$ cat config.mk
export PLATFORM = sky130hd
export DESIGN_NAME = uart_rx_cmd_parser
export DESIGN_NICKNAME = d
export VERILOG_FILES = /design/src/rtl/uart_rx_cmd_parser.sv
export SDC_FILE = /design/constraint.sdc
export NUM_CORES = 1
export LEC_CHECK = 0
export CORE_ASPECT_RATIO = 1.4
export CORE_MARGIN = 2
export CORE_UTILIZATION = 50
export CTS_CLUSTER_SIZE = 28
export DETAILED_ROUTE_END_ITERATION = 12
export PLACE_DENSITY_LB_ADDON = 0.08
export SKIP_CTS_REPAIR_TIMING = 1
export SYNTH_ARGS = -nofsm -noshare
export SYNTH_HDL_FRONTEND = slang
export SYNTH_SLANG_ARGS = --single-unit
export TNS_END_PERCENT = 100
$ cat constraint.sdc
create_clock -name clk_i -period 3.6 [get_ports clk_i]
set_input_delay 0.72 -clock clk_i [delete_from_list [all_inputs] [get_ports clk_i]]
set_output_delay 0.72 -clock clk_i [all_outputs]
set_load 0.05 [all_outputs]
$ cat src/rtl/uart_rx_cmd_parser.sv
// Host->FPGA command deframer: HEADER, CMD, [CNT], THETA, CRC-8 frames to CORDIC/uart_tx_msg strobes.
// Latency: cmd_vld_o 1 cycle after CRC byte strobe, burst/theta strobes 1 cycle after that; errors 1 cycle after cause.
// Backpressure: none; bytes are strobes from uart_rx, bytes arriving while committing are dropped.
module uart_rx_cmd_parser #(
  parameter logic [7:0] CRC_POLY         = 8'h07,
  parameter int         THETA_W          = 48,
  parameter int         TIMEOUT_CYC      = 1_000_000,
  parameter logic [7:0] BYTE_HEADER      = 8'hA5,
  parameter logic [7:0] CMD_SINGLE_TRANS = 8'h01,
  parameter logic [7:0] CMD_BURST_TRANS  = 8'h02
) (
  input  logic               clk_i,
  input  logic               rst_ni,
  input  logic [7:0]         rxd_byte_i,
  input  logic               rxd_byte_vld_i,
  input  logic               rxd_frame_err_i,
  output logic [7:0]         cmd_reg_o,
  output logic               cmd_vld_o,
  output logic [7:0]         burst_cnt_o,
  output logic               burst_cnt_vld_o,
  output logic [THETA_W-1:0] theta_o,
  output logic               theta_vld_o,
  output logic               rxd_msg_err_o
);

  localparam int NB    = THETA_W / 8;
  localparam int IDX_W = (NB > 1) ? $clog2(NB) : 1;
  localparam int TMO_W = $clog2(TIMEOUT_CYC + 1);

  typedef enum logic [2:0] {
    S_HDR, S_CMD, S_CNT, S_THETA, S_CRC, S_COMMIT, S_COMMIT2
  } state_t;

  state_t             state, state_nxt;
  logic [7:0]         crc, crc_d;
  logic [7:0]         cmd_sh;
  logic [7:0]         cnt_sh, cnt_d;
  logic [THETA_W-1:0] theta_sh;
  logic [IDX_W-1:0]   byte_idx, idx_d;
  logic [TMO_W-1:0]   tmo_cnt;
  logic               in_frame, tmo_hit;
  logic               err_nxt, cmd_we, theta_we, cmd_ld;

  function automatic logic [7:0] crc_upd(input logic [7:0] c_in, input logic [7:0] b);
    logic [7:0] c;
    c = c_in ^ b;
    for (int i = 0; i < 8; i++) begin
      c = c[7] ? ({c[6:0], 1'b0} ^ CRC_POLY) : {c[6:0], 1'b0};
    end
    return c;
  endfunction

  assign in_frame = (state == S_CMD) || (state == S_CNT) ||
                    (state == S_THETA) || (state == S_CRC);
  assign tmo_hit  = in_frame && (tmo_cnt == TMO_W'(TIMEOUT_CYC));

  always_ff @(posedge clk_i or negedge rst_ni) begin
    if (!rst_ni) state <= S_HDR;
    else         state <= state_nxt;
  end

  // Abort sources are checked ahead of the byte, so each abort yields exactly one err pulse.
  always_comb begin
    state_nxt = state;
    err_nxt   = 1'b0;
    crc_d     = crc;
    cnt_d     = cnt_sh;
    idx_d     = byte_idx;
    cmd_we    = 1'b0;
    theta_we  = 1'b0;
    cmd_ld    = 1'b0;
    if (in_frame && rxd_frame_err_i) begin
      err_nxt   = 1'b1;
      state_nxt = S_HDR;
    end else if (tmo_hit) begin
      err_nxt   = 1'b1;
      state_nxt = S_HDR;
    end else begin
      case (state)
        S_HDR: begin
          if (rxd_byte_vld_i && rxd_byte_i == BYTE_HEADER) begin
            crc_d     = crc_upd(8'h00, rxd_byte_i);
            state_nxt = S_CMD;
          end
        end
        S_CMD: begin
          if (rxd_byte_vld_i) begin
            crc_d  = crc_upd(crc, rxd_byte_i);
            idx_d  = '0;
            cmd_we = 1'b1;
            if (rxd_byte_i == CMD_SINGLE_TRANS) begin
              cnt_d     = 8'd1;
              state_nxt = S_THETA;
            end else if (rxd_byte_i == CMD_BURST_TRANS) begin
              state_nxt = S_CNT;
            end else begin
              err_nxt   = 1'b1;
              state_nxt = S_HDR;
            end
          end
        end
        S_CNT: begin
          if (rxd_byte_vld_i) begin
            if (rxd_byte_i == 8'h00) begin
              err_nxt   = 1'b1;
              state_nxt = S_HDR;
            end else begin
              crc_d     = crc_upd(crc, rxd_byte_i);
              cnt_d     = rxd_byte_i;
              state_nxt = S_THETA;
            end
          end
        end
        S_THETA: begin
          if (rxd_byte_vld_i) begin
            crc_d    = crc_upd(crc, rxd_byte_i);
            theta_we = 1'b1;
            if (byte_idx == IDX_W'(NB - 1)) state_nxt = S_CRC;
            else                            idx_d     = byte_idx + IDX_W'(1);
          end
        end
        S_CRC: begin
          if (rxd_byte_vld_i) begin
            if (rxd_byte_i == crc) begin
              cmd_ld    = 1'b1;
              state_nxt = S_COMMIT;
            end else begin
              err_nxt   = 1'b1;
              state_nxt = S_HDR;
            end
          end
        end
        S_COMMIT:  state_nxt = S_COMMIT2;
        S_COMMIT2: state_nxt = S_HDR;
        default:   state_nxt = S_HDR;
      endcase
    end
  end

  always_ff @(posedge clk_i or negedge rst_ni) begin
    if (!rst_ni) begin
      tmo_cnt <= '0;
    end else if (!in_frame || rxd_byte_vld_i) begin
      tmo_cnt <= '0;
    end else if (!tmo_hit) begin
      tmo_cnt <= tmo_cnt + TMO_W'(1);
    end
  end

  always_ff @(posedge clk_i or negedge rst_ni) begin
    if (!rst_ni) begin
      crc      <= 8'h00;
      cmd_sh   <= 8'h00;
      cnt_sh   <= 8'h00;
      theta_sh <= '0;
      byte_idx <= '0;
    end else begin
      crc      <= crc_d;
      cnt_sh   <= cnt_d;
      byte_idx <= idx_d;
      if (cmd_we) cmd_sh <= rxd_byte_i;
      if (theta_we) begin
        for (int i = 0; i < NB; i++) begin
          if (byte_idx == IDX_W'(i)) theta_sh[i*8 +: 8] <= rxd_byte_i;
        end
      end
    end
  end

  // Command is published with cmd_vld; count/theta a cycle later, as uart_tx_msg expects.
  always_ff @(posedge clk_i or negedge rst_ni) begin
    if (!rst_ni) begin
      cmd_reg_o     <= 8'h00;
      burst_cnt_o   <= 8'h00;
      theta_o       <= '0;
      rxd_msg_err_o <= 1'b0;
    end else begin
      rxd_msg_err_o <= err_nxt;
      if (cmd_ld) cmd_reg_o <= cmd_sh;
      if (state == S_COMMIT) begin
        burst_cnt_o <= cnt_sh;
        theta_o     <= theta_sh;
      end
    end
  end

  assign cmd_vld_o       = (state == S_COMMIT);
  assign burst_cnt_vld_o = (state == S_COMMIT2);
  assign theta_vld_o     = (state == S_COMMIT2);

endmodule

### Word level (Yosys, flattened, before mapping)

Index checks and enable logic that the tools add are counted.

| word-level totals | value |
|---|---|
| register bits | 163 |
| bits of input ports | 12 |
| output and inout bits | 68 |
| word-level logic and storage cells | 160 |

| operators by class | value |
|---|---|
| $add $sub $neg | 2 |
| equality and inequality tests | 31 |
| mux-type cells | 67 |
| bitwise gates (word level) | 19 |
| reduce and logical (&&, ||, !) cells | 25 |

Operator list:

| operator | count |
|---|---|
| 3-bit two-way mux | 28 |
| 8-bit two-way mux | 8 |
| 3-bit inverter | 16 |
| 20-bit two-way mux | 2 |
| 8-bit one-hot mux with 3 select lines | 1 |
| 1-bit two-way mux | 21 |
| 20-bit by 1-bit adder with 20-bit output (second input constant) | 1 |
| 20-bit equality test (second input constant) | 1 |
| 3-bit one-hot mux with 6 select lines | 1 |
| 4-bit by 3-bit inequality test with 1-bit output (second input constant) | 4 |
| 8-bit one-hot mux with 2 select lines | 1 |
| 3-bit equality test (second input constant) | 5 |
| 7-bit AND reduction | 2 |
| 3-bit by 2-bit equality test with 1-bit output (second input constant) | 4 |
| 2-bit inequality test (second input constant) | 6 |
| 2-bit AND reduction | 6 |
| 6-bit AND reduction | 2 |
| 8-bit by 1-bit equality test with 1-bit output (second input constant) | 1 |
| 8-bit by 2-bit equality test with 1-bit output (second input constant) | 1 |
| 8-bit equality test | 1 |
| 8-bit equality test (second input constant) | 1 |
| 8-bit zero test | 1 |
| 8-bit XOR | 1 |
| 3-bit by 1-bit equality test with 1-bit output (second input constant) | 2 |
| other kinds (15) | 27 |

### Depth between registers and ports, before layout

Gate-level depths: netlist of run 1.

| logic depth | value |
|---|---|
| depth in word-level cells | 20 |
| depth in mapped cells | 10 |

### Least setup slack after synthesis of run 1

No wires, ideal clock.

| path | value |
|---|---|
| path kind | in2reg |
| start | input rxd_byte_i[6] |
| end | register crc[2] |
| arrival time | 2.567 ns |
| required time | 3.470 ns |
| setup slack | 0.902 ns |
| stages | 10 |
| cell sequence | buf_1 > inv_1 > ha_1 > nand4_1 > or3_1 > or3_1 > a22o_1 > clkbuf_1 > o21ai_0 > o21ai_1 |

| between the ends | value |
|---|---|
| cells in the longest elaborated chain, start to end | 6 |
| elaborated cells between the ends (all ways) | 16 |
| classes of those cells | eq/ne: 3; mux: 9; bitwise: 1; reduce/logical: 3 |

RTL lines:

| element | line | text |
|---|---|---|
| start: declaration | 14 | `input logic [7:0] rxd_byte_i,` |
| 8-bit XOR | 46 | `c = c_in ^ b;` |
| 3-bit two-way mux (2 in a row) | 48 | `c = c[7] ? ({c[6:0], 1'b0} ^ CRC_POLY) : {c[6:0], 1'b0};` |
| 8-bit two-way mux | 104 | `if (rxd_byte_i == 8'h00) begin` |
| 8-bit two-way mux | 103 | `if (rxd_byte_vld_i) begin` |
| 8-bit one-hot mux with 3 select lines | 79 | `case (state)` |
| end signal: assignment | 158 | `crc <= crc_d;` |
| end: declaration | 35 | `logic [7:0] crc, crc_d;` |

Several ways; a longest one is shown, not always the timed one. The select of a mux whose other input is x is not followed.
A chain may end at the register's enable or synchronous reset.

### Worst setup path in the final report of run 1

| path | value |
|---|---|
| start | register state[0] |
| end | output burst_cnt_vld_o |

| between the ends | value |
|---|---|
| cells in the longest elaborated chain, start to end | 1 |

RTL lines:

| element | line | text |
|---|---|---|
| start: declaration | 34 | `state_t state, state_nxt;` |
| start signal: assignment | 59 | `else state <= state_nxt;` |
| 3-bit equality test | 188 | `assign burst_cnt_vld_o = (state == S_COMMIT2);` |
| end: declaration | 20 | `output logic burst_cnt_vld_o,` |

Every way passes these cells.

==> results of run 1 <==
==> worst max-delay path: cells and delay by family (launching register included) <==
family,cells,cell delay (ns)
buffers and inverters,1,0.84
flip-flops,1,0.49
AND/OR/NAND/NOR,2,0.57
==> synth_stat cells (3+ instances only) <==
master    instances  share of area [%]
mux2_2           44                6.5
xnor2_1          32                3.7
clkbuf_1         28                1.4
mux2i_1           5               0.66
nor3_1           10               0.66
nand3_1          12               0.79
a21oi_1          12               0.79
o311ai_0          4               0.46
inv_1            20               0.99
or3_1             6               0.49
mux2_4           24                4.7
xor2_1           16                1.8
buf_2             3               0.20
o21ai_0          19                1.2
nor4_1            6               0.49
nor2_1           37                1.8
nand2_1         200                9.9
nand4_1           9               0.74
buf_1             3               0.15
ha_1             16                2.6
dfrtp_1         163                 54
==> per-stage QoR <==
stage | instance area, µm² | hold slack (ns) | setup WS [ns] | power [mW] | cells
after global placement | 8680 | 0.445 | 0.252 | 3.02 | 976
after floorplan | 7620 | 0.424 | 0.902 | 2.78 | 719
after CTS | 9230 | 0.384 | 0.589 | 4.75 | 1007
final | 9230 | 0.347 | 0.561 | 4.72 | 1007
after global routing | 9230 | 0.431 | 0.468 | 4.95 | 1007
after detailed placement | 8680 | 0.456 | 0.205 | 3.05 | 976
==> final timing paths <==
| kind | end | slack (ns) | from | depth (start not counted) |
|---|---|---|---|---|
| setup / recovery | burst_cnt_vld_o | 0.56 | state[0] | 3 |
| hold / removal | crc[0] | 0.35 | rst_ni | 1 |
| setup reg to reg | crc[1] | 1.02 | tmo_cnt[10] | 6 |
| hold reg to reg | theta_o[8] | 0.47 | theta_sh[8] | 2 |
| max in group asynchronous | byte_idx[0] | 2.46 | rst_ni | 2 |
| min in group clk_i | theta_o[8] | 0.47 | theta_sh[8] | 2 |
==> power breakdown <==
group / internal, mW / switching, mW / total, mW
Sequential: 1.98 / 0.146 / 2.12
Combinational: 0.380 / 0.513 / 0.893
Clock: 0.985 / 0.716 / 1.70
==> logic make-up (layout without fill, tap and decap cells) <==
kind of cell,after synthesis,after routing,synth area share [%]
adders and majority gates,16,16,2.63
buffers and inverters,59,155,3.25
AOI/OAI and AO/OA,54,54,4.76
and+or+nand+nor,303,303,17.8
xor gates and xnor gates,49,49,5.82
muxes,75,75,12.2
DFF,163,163,53.6
==> final cells by class <==
cell class | instances | area, µm²
clock inverters | 8 | 77.6
repair buffers | 103 | 995
flip-flops and latches | 163 | 4080
well taps | 192 | 240
inverters | 21 | 78.8
fillers | 1246 | 5760
multi-input cells | 497 | 3290
clock buffers | 23 | 468
==> state kept, by name, indices dropped and copies added (netlist names), 3 cells and up <==
signal / cells
cmd_sh: 8
theta_o: 48
theta_sh: 48
cnt_sh: 8
state: 3
burst_cnt_o: 8
tmo_cnt: 20
crc: 8
cmd_reg_o: 8
byte_idx: 3
==> per-layer routing <==
metal / track usage (%) / wire, µm / up-vias
li1: - / - / 2553
met1: 30.7 / 7770 / 2669
met2: 39.2 / 8970 / 151
met3: 4.14 / 655 / 44
met4: 12.1 / 662 / 0
met5: 0 / 0 / -
==> summary.md, run 1 <==
| Metric | Value |
|---|---|
| Outcome | `complete, no violations` |
| Core ar. | `approximately 15000 µm²` |
| Crit path largest cell delay | `~0.84 ns` |
| Main synth FF type | `dfrtp_1` |
| Area growth syn-to-layout | `21.2%` |
| Drt first pass iters | `5` |
| Post-synth EDFFs | `0` |
| Setup violators final | `0` |
| Worst-Margin Slew | `roughly 0.8 ns` |
| Vias in the first global route | `between 5000 and 6000` |
| Clk_skew | `around 0.0089 ns` |
| Synth Warn # | `0` |
| Setup TNS | `0 ns` |
| Post-layout minimum cycle time | `3.04 ns` |
| Worst setup EP type | `output pin` |
| H-tree depth | `4` |
| Final HPWL DP | `12.6 mm` |
| Final Wtd Congestion | `0.929` |
| Port Buffers | `79` |
| Via density | `roughly 5.4` |
| Pwr Density | `slightly above 500 nW/µm²` |
| Slew Viols, Final | `0` |
| Total Wirelength | `18.1 mm` |
| Min-delay worst type | `in -> async` |
| First-pass GRT wire length | `29.6 mm` |
| Syn_area_per_cell | `about 11 µm²` |
| Via count | `5417` |
| Clk_lat worst skew | `between 0.4 and 0.5 ns` |
| Post-synthesis cell type count | `58` |
| Fraction of layout cells with a size suffix above 1 | `between 15 and 20%` |
| Num rows | `53` |
| Clk buf depth | `2` |
| Max Fclk | `between 0.3 and 0.4 GHz` |
| RSZ-0062 raised after global routing | `false` |
| Diode count | `0` |
| Number of nets in the layout | `slightly above 800` |
| Post-Syn Area | `between 7000 and 8000 µm²` |
| Initial Utilization | `50.8%` |
| Gr usage total | `24.0%` |
| Routed WL per cell | `about 18 µm` |
| Clock sinks | `approximately 160` |
| Grt total ovfl | `0` |
| Crit path max fanout | `10` |
| Syn nets | `747` |
| Die Wd | `108 µm` |
| Largest net degree at the start of global routing | `between 80 and 90` |
| Final Hold Vio Count | `0` |
| Slowest cell on crit path | `clkdlybuf4s50_1` |
| Number of maximum-capacitance violations | `0` |
| Max_slew headroom | `46.6%` |
| Ratio of final minimum period to clock period | `a little over four fifths` |
| FFs w/ async S/R, synth | `between 90% and 100%` |
| DRT iter0 DRCs | `308` |
| Commonest non-fill, non-tap cells in the layout | `nand2_1, dfrtp_1, clkdlybuf4s50_1` |
| Root Driver | `clkbuf_16` |
| Leakage | `between 4 and 5 nW` |
| Startpoint Class | `register` |
| Crit path required time | `approximately 2.9 ns` |
| I/O pins | `80` |
| Initial antenna violation count | `0` |
| CTS clk-pin slew, worst paths | `~0.060 ns` |
| Die ar. | `16200 µm²` |
| Syn Inst Count | `719` |
| CP Cell Sequence | `nand2b_1, nor2_1, clkdlybuf4s50_1` |
| Most common cell after layout, fill and taps aside | `nand2_1` |
| Arrival @ worst endpoint | `between 2 and 2.5 ns` |
| Max VDD drop | `about 0.31 mV` |
| TritonCTS buffer count | `17` |
| Post-route ant nets | `0` |
| DRC viols | `0` |
| TritonCTS clock tree | `done` |
| Die H | `~150 µm` |
| Final Util | `between 60% and 70%` |
| Sequential fraction of the synthesis area | `between 50% and 60%` |
| WS Path Type | `reg -> out` |
| Yosys reg bits | `roughly 160` |
Note: power is estimated with default switching activity, not from simulation.
==> run 2, diff against run 1 <==
==> constraint.sdc (replaced) <==
create_clock -name clk_i -period 2.83 [get_ports clk_i]
set_input_delay 0.566 -clock clk_i [delete_from_list [all_inputs] [get_ports clk_i]]
set_output_delay 0.566 -clock clk_i [all_outputs]
set_load 0.05 [all_outputs]
==> summary.md, run 2 (synthesis results as in run 1) <==
| Metric | Value |
|---|---|
| Outcome | `complete, no violations` |
| Most common cell after layout, fill and taps aside | `nand2_1` |
| H-tree depth | `4 (unchanged)` |
| Worst-Margin Slew | `0.553 ns (-0.247 ns)` |
| Crit Reg-Reg Endpoint | `cmd_sh[4]` |
| Number of nets in the layout | `854 (+2.8%)` |
| Initial Utilization | `50.8% (unchanged)` |
| Worst reg2reg path depth | `7 (+1)` |
| Die Wd | `108 µm (unchanged)` |
| Psw | `1.82 mW (+32%)` |
| First-pass GRT wire length | `29.7 mm (+0.28%)` |
| Grt total ovfl | `0 (unchanged)` |
| Die H | `150 µm (unchanged)` |
| Cell-internal power | `4.22 mW (+26%)` |
| Final Wtd Congestion | `0.929 (about the same)` |
| RSZ-0062 raised after global routing | `false` |
| Routed WL per cell | `17.1 µm (-4.6%)` |
| Initial antenna violation count | `0 (unchanged)` |
| Placement Setup Slack | `-0.110 ns (-0.315 ns)` |
| Max VDD drop | `0.419 mV (+37%)` |
| Combinational share of power | `19.5% (+0.6 points)` |
| Pwr Density | `639 nW/µm² (+25%)` |
| Slew Viols, Final | `0 (unchanged)` |
| Final worst slack | `0.308 ns (-0.253 ns)` |
| Sw Share | `30.1% (+0.95 points)` |
| Sequential share of power | `44.8% (-0.2 points)` |
| Area growth syn-to-layout | `24.1%` |
| Fill count | `1250 (+0.32%)` |
| Min-delay worst type | `in -> async` |
| TritonCTS buffer count | `17 (unchanged)` |
| Vias in the first global route | `5730 (+1.9%)` |
| Clock power share | `35.8% (-0.3 points)` |
| Crit path launch | `tmo_cnt[3]` |
| TritonCTS clock tree | `done` |
| Port Buffers | `79 (unchanged)` |
| Via density | `5.25 (-2.4%)` |
| Total Wirelength | `17.6 mm (-2.4%)` |
| Clk_skew | `0.00835 ns (-0.000534 ns)` |
| Gr usage total | `23.9% (-0.12 points)` |
| Final Hold Vio Count | `0 (unchanged)` |
| Clk buf depth | `2 (unchanged)` |
| Diode count | `0 (unchanged)` |
| DRT iter0 DRCs | `262 (-15%)` |
| Num rows | `53 (unchanged)` |
| Max_slew headroom | `63.0% (+16 points)` |
| R2r startpoint | `tmo_cnt[3]` |
| Leakage | `4.56 nW (+3.9%)` |
| Largest regs | `theta_o (48), theta_sh (48), tmo_cnt (20)` |
| Clk_lat worst skew | `0.43 ns (about the same)` |
| Crit path max fanout | `8 (-2)` |
| Fraction of layout cells with a size suffix above 1 | `19.8% (+2.9 points)` |
| Post-route ant nets | `0 (unchanged)` |
| Via count | `5415 (-0.037%)` |
| Die ar. | `16200 µm² (unchanged)` |
| I/O pins | `80 (unchanged)` |
| CTS clk-pin slew, worst paths | `0.07 ns (about the same)` |
| WS Path Type | `reg -> reg` |
| Arrival @ worst endpoint | `2.83 ns (+0.51 ns)` |
| Ratio of final minimum period to clock period | `between 80 and 90%` |
| Startpoint Class | `register` |
| Largest net degree at the start of global routing | `76 (-13%)` |
| Finished Cell Area | `9450 µm² (+2.4%)` |
| Max Fclk | `a little under 0.4 GHz` |
| Reg2Reg Setup Slack | `0.31 ns (-0.71 ns)` |
| Root Driver | `clkbuf_16` |
| Clock sinks | `163 (unchanged)` |
| Post-layout minimum cycle time | `2.52 ns` |
| Setup violators final | `0 (unchanged)` |
| Commonest non-fill, non-tap cells in the layout | `nand2_1, dfrtp_1, clkdlybuf4s50_1` |
| Drt first pass iters | `4 (-1)` |
| DRC viols | `0 (unchanged)` |
| Final HPWL DP | `12.4 mm (-1.6%)` |
| Core ar. | `15000 µm² (unchanged)` |
| Worst setup EP type | `register` |
| Number of maximum-capacitance violations | `0 (unchanged)` |
| Dpl cell area | `8890 µm² (+2.4%)` |
| Crit path required time | `3.14 ns (+0.26 ns)` |
[run 2: cell count changes in the layout (fill, tap and decap cells not counted)]
cell             change
buf_4               +20
clkbuf_1             -4
buf_12               +3
clkinv_4             +3
clkdlybuf4s50_1      -2
dlymetal6s2s_1       +2
inv_8                +2
bufinv_16            -1
clkinv_2             +1
[run 2: worst max path at each step]
stage	endpoint	slack, ns
finish	cmd_sh[4]	0.31
global route	cmd_reg_o[0]	0.09
CTS	burst_cnt_vld_o	-0.04
detailed placement	crc[4]	-0.11
global placement	cmd_reg_o[1]	-0.02
floorplan	crc[2]	0.29
[run 2: routing by layer]
layer  track usage (%)  up-vias  part of all wire, %
met5                 0        -                    0
met4              10.6        0                  2.9
met3              4.27       29                  4.1
met2              38.3      136                   49
met1              31.6     2639                   44
li1                  -     2611                    -
[run 2: final cells by class]
type / count / area, µm² / area share [%]
Sequential cell: 163 / 4080 / 43.1
Multi-Input combinational cell: 497 / 3290 / 34.8
Timing Repair Buffer: 126 / 1210 / 12.8
Clock buffer: 19 / 453 / 4.79
Tap cell: 192 / 240 / 2.54
Clock inverter: 13 / 101 / 1.07
Inverter: 21 / 78.8 / 0.834
[run 2: power by group through the flow]
stage	combinational, mW	sequential [mW]	clock [mW]
after global routing	1.30	2.72	2.32
after CTS	1.18	2.70	2.21
after detailed placement	1.17	2.74	0
after floorplan	0.854	2.68	0
after global placement	1.15	2.73	0
final	1.18	2.70	2.16
[run 2: worst max-delay path, cell delays in order, from the launching register on]
cell and delay [ns]:
dfrtp_1 0.42, or4_1 0.52, or3_4 0.41, o21bai_4 0.12, or3_1 0.35, nor2_2 0.07, buf_4 0.19, mux2_1 0.31
[run 2: per-stage QoR]
stage               hold slack (ns)  setup TNS (ns)  std cells  utilization, %  total power, mW
CTS                          0.0942         -0.0674       1031            63.0             6.10
global placement              0.454          -0.147        999            59.4             3.88
detailed placement            0.454           -1.06        999            59.4             3.91
floorplan                     0.270               0        719               -             3.54
finish                       0.0731               0       1031            63.1             6.04
global route                  0.121               0       1031            63.1             6.35
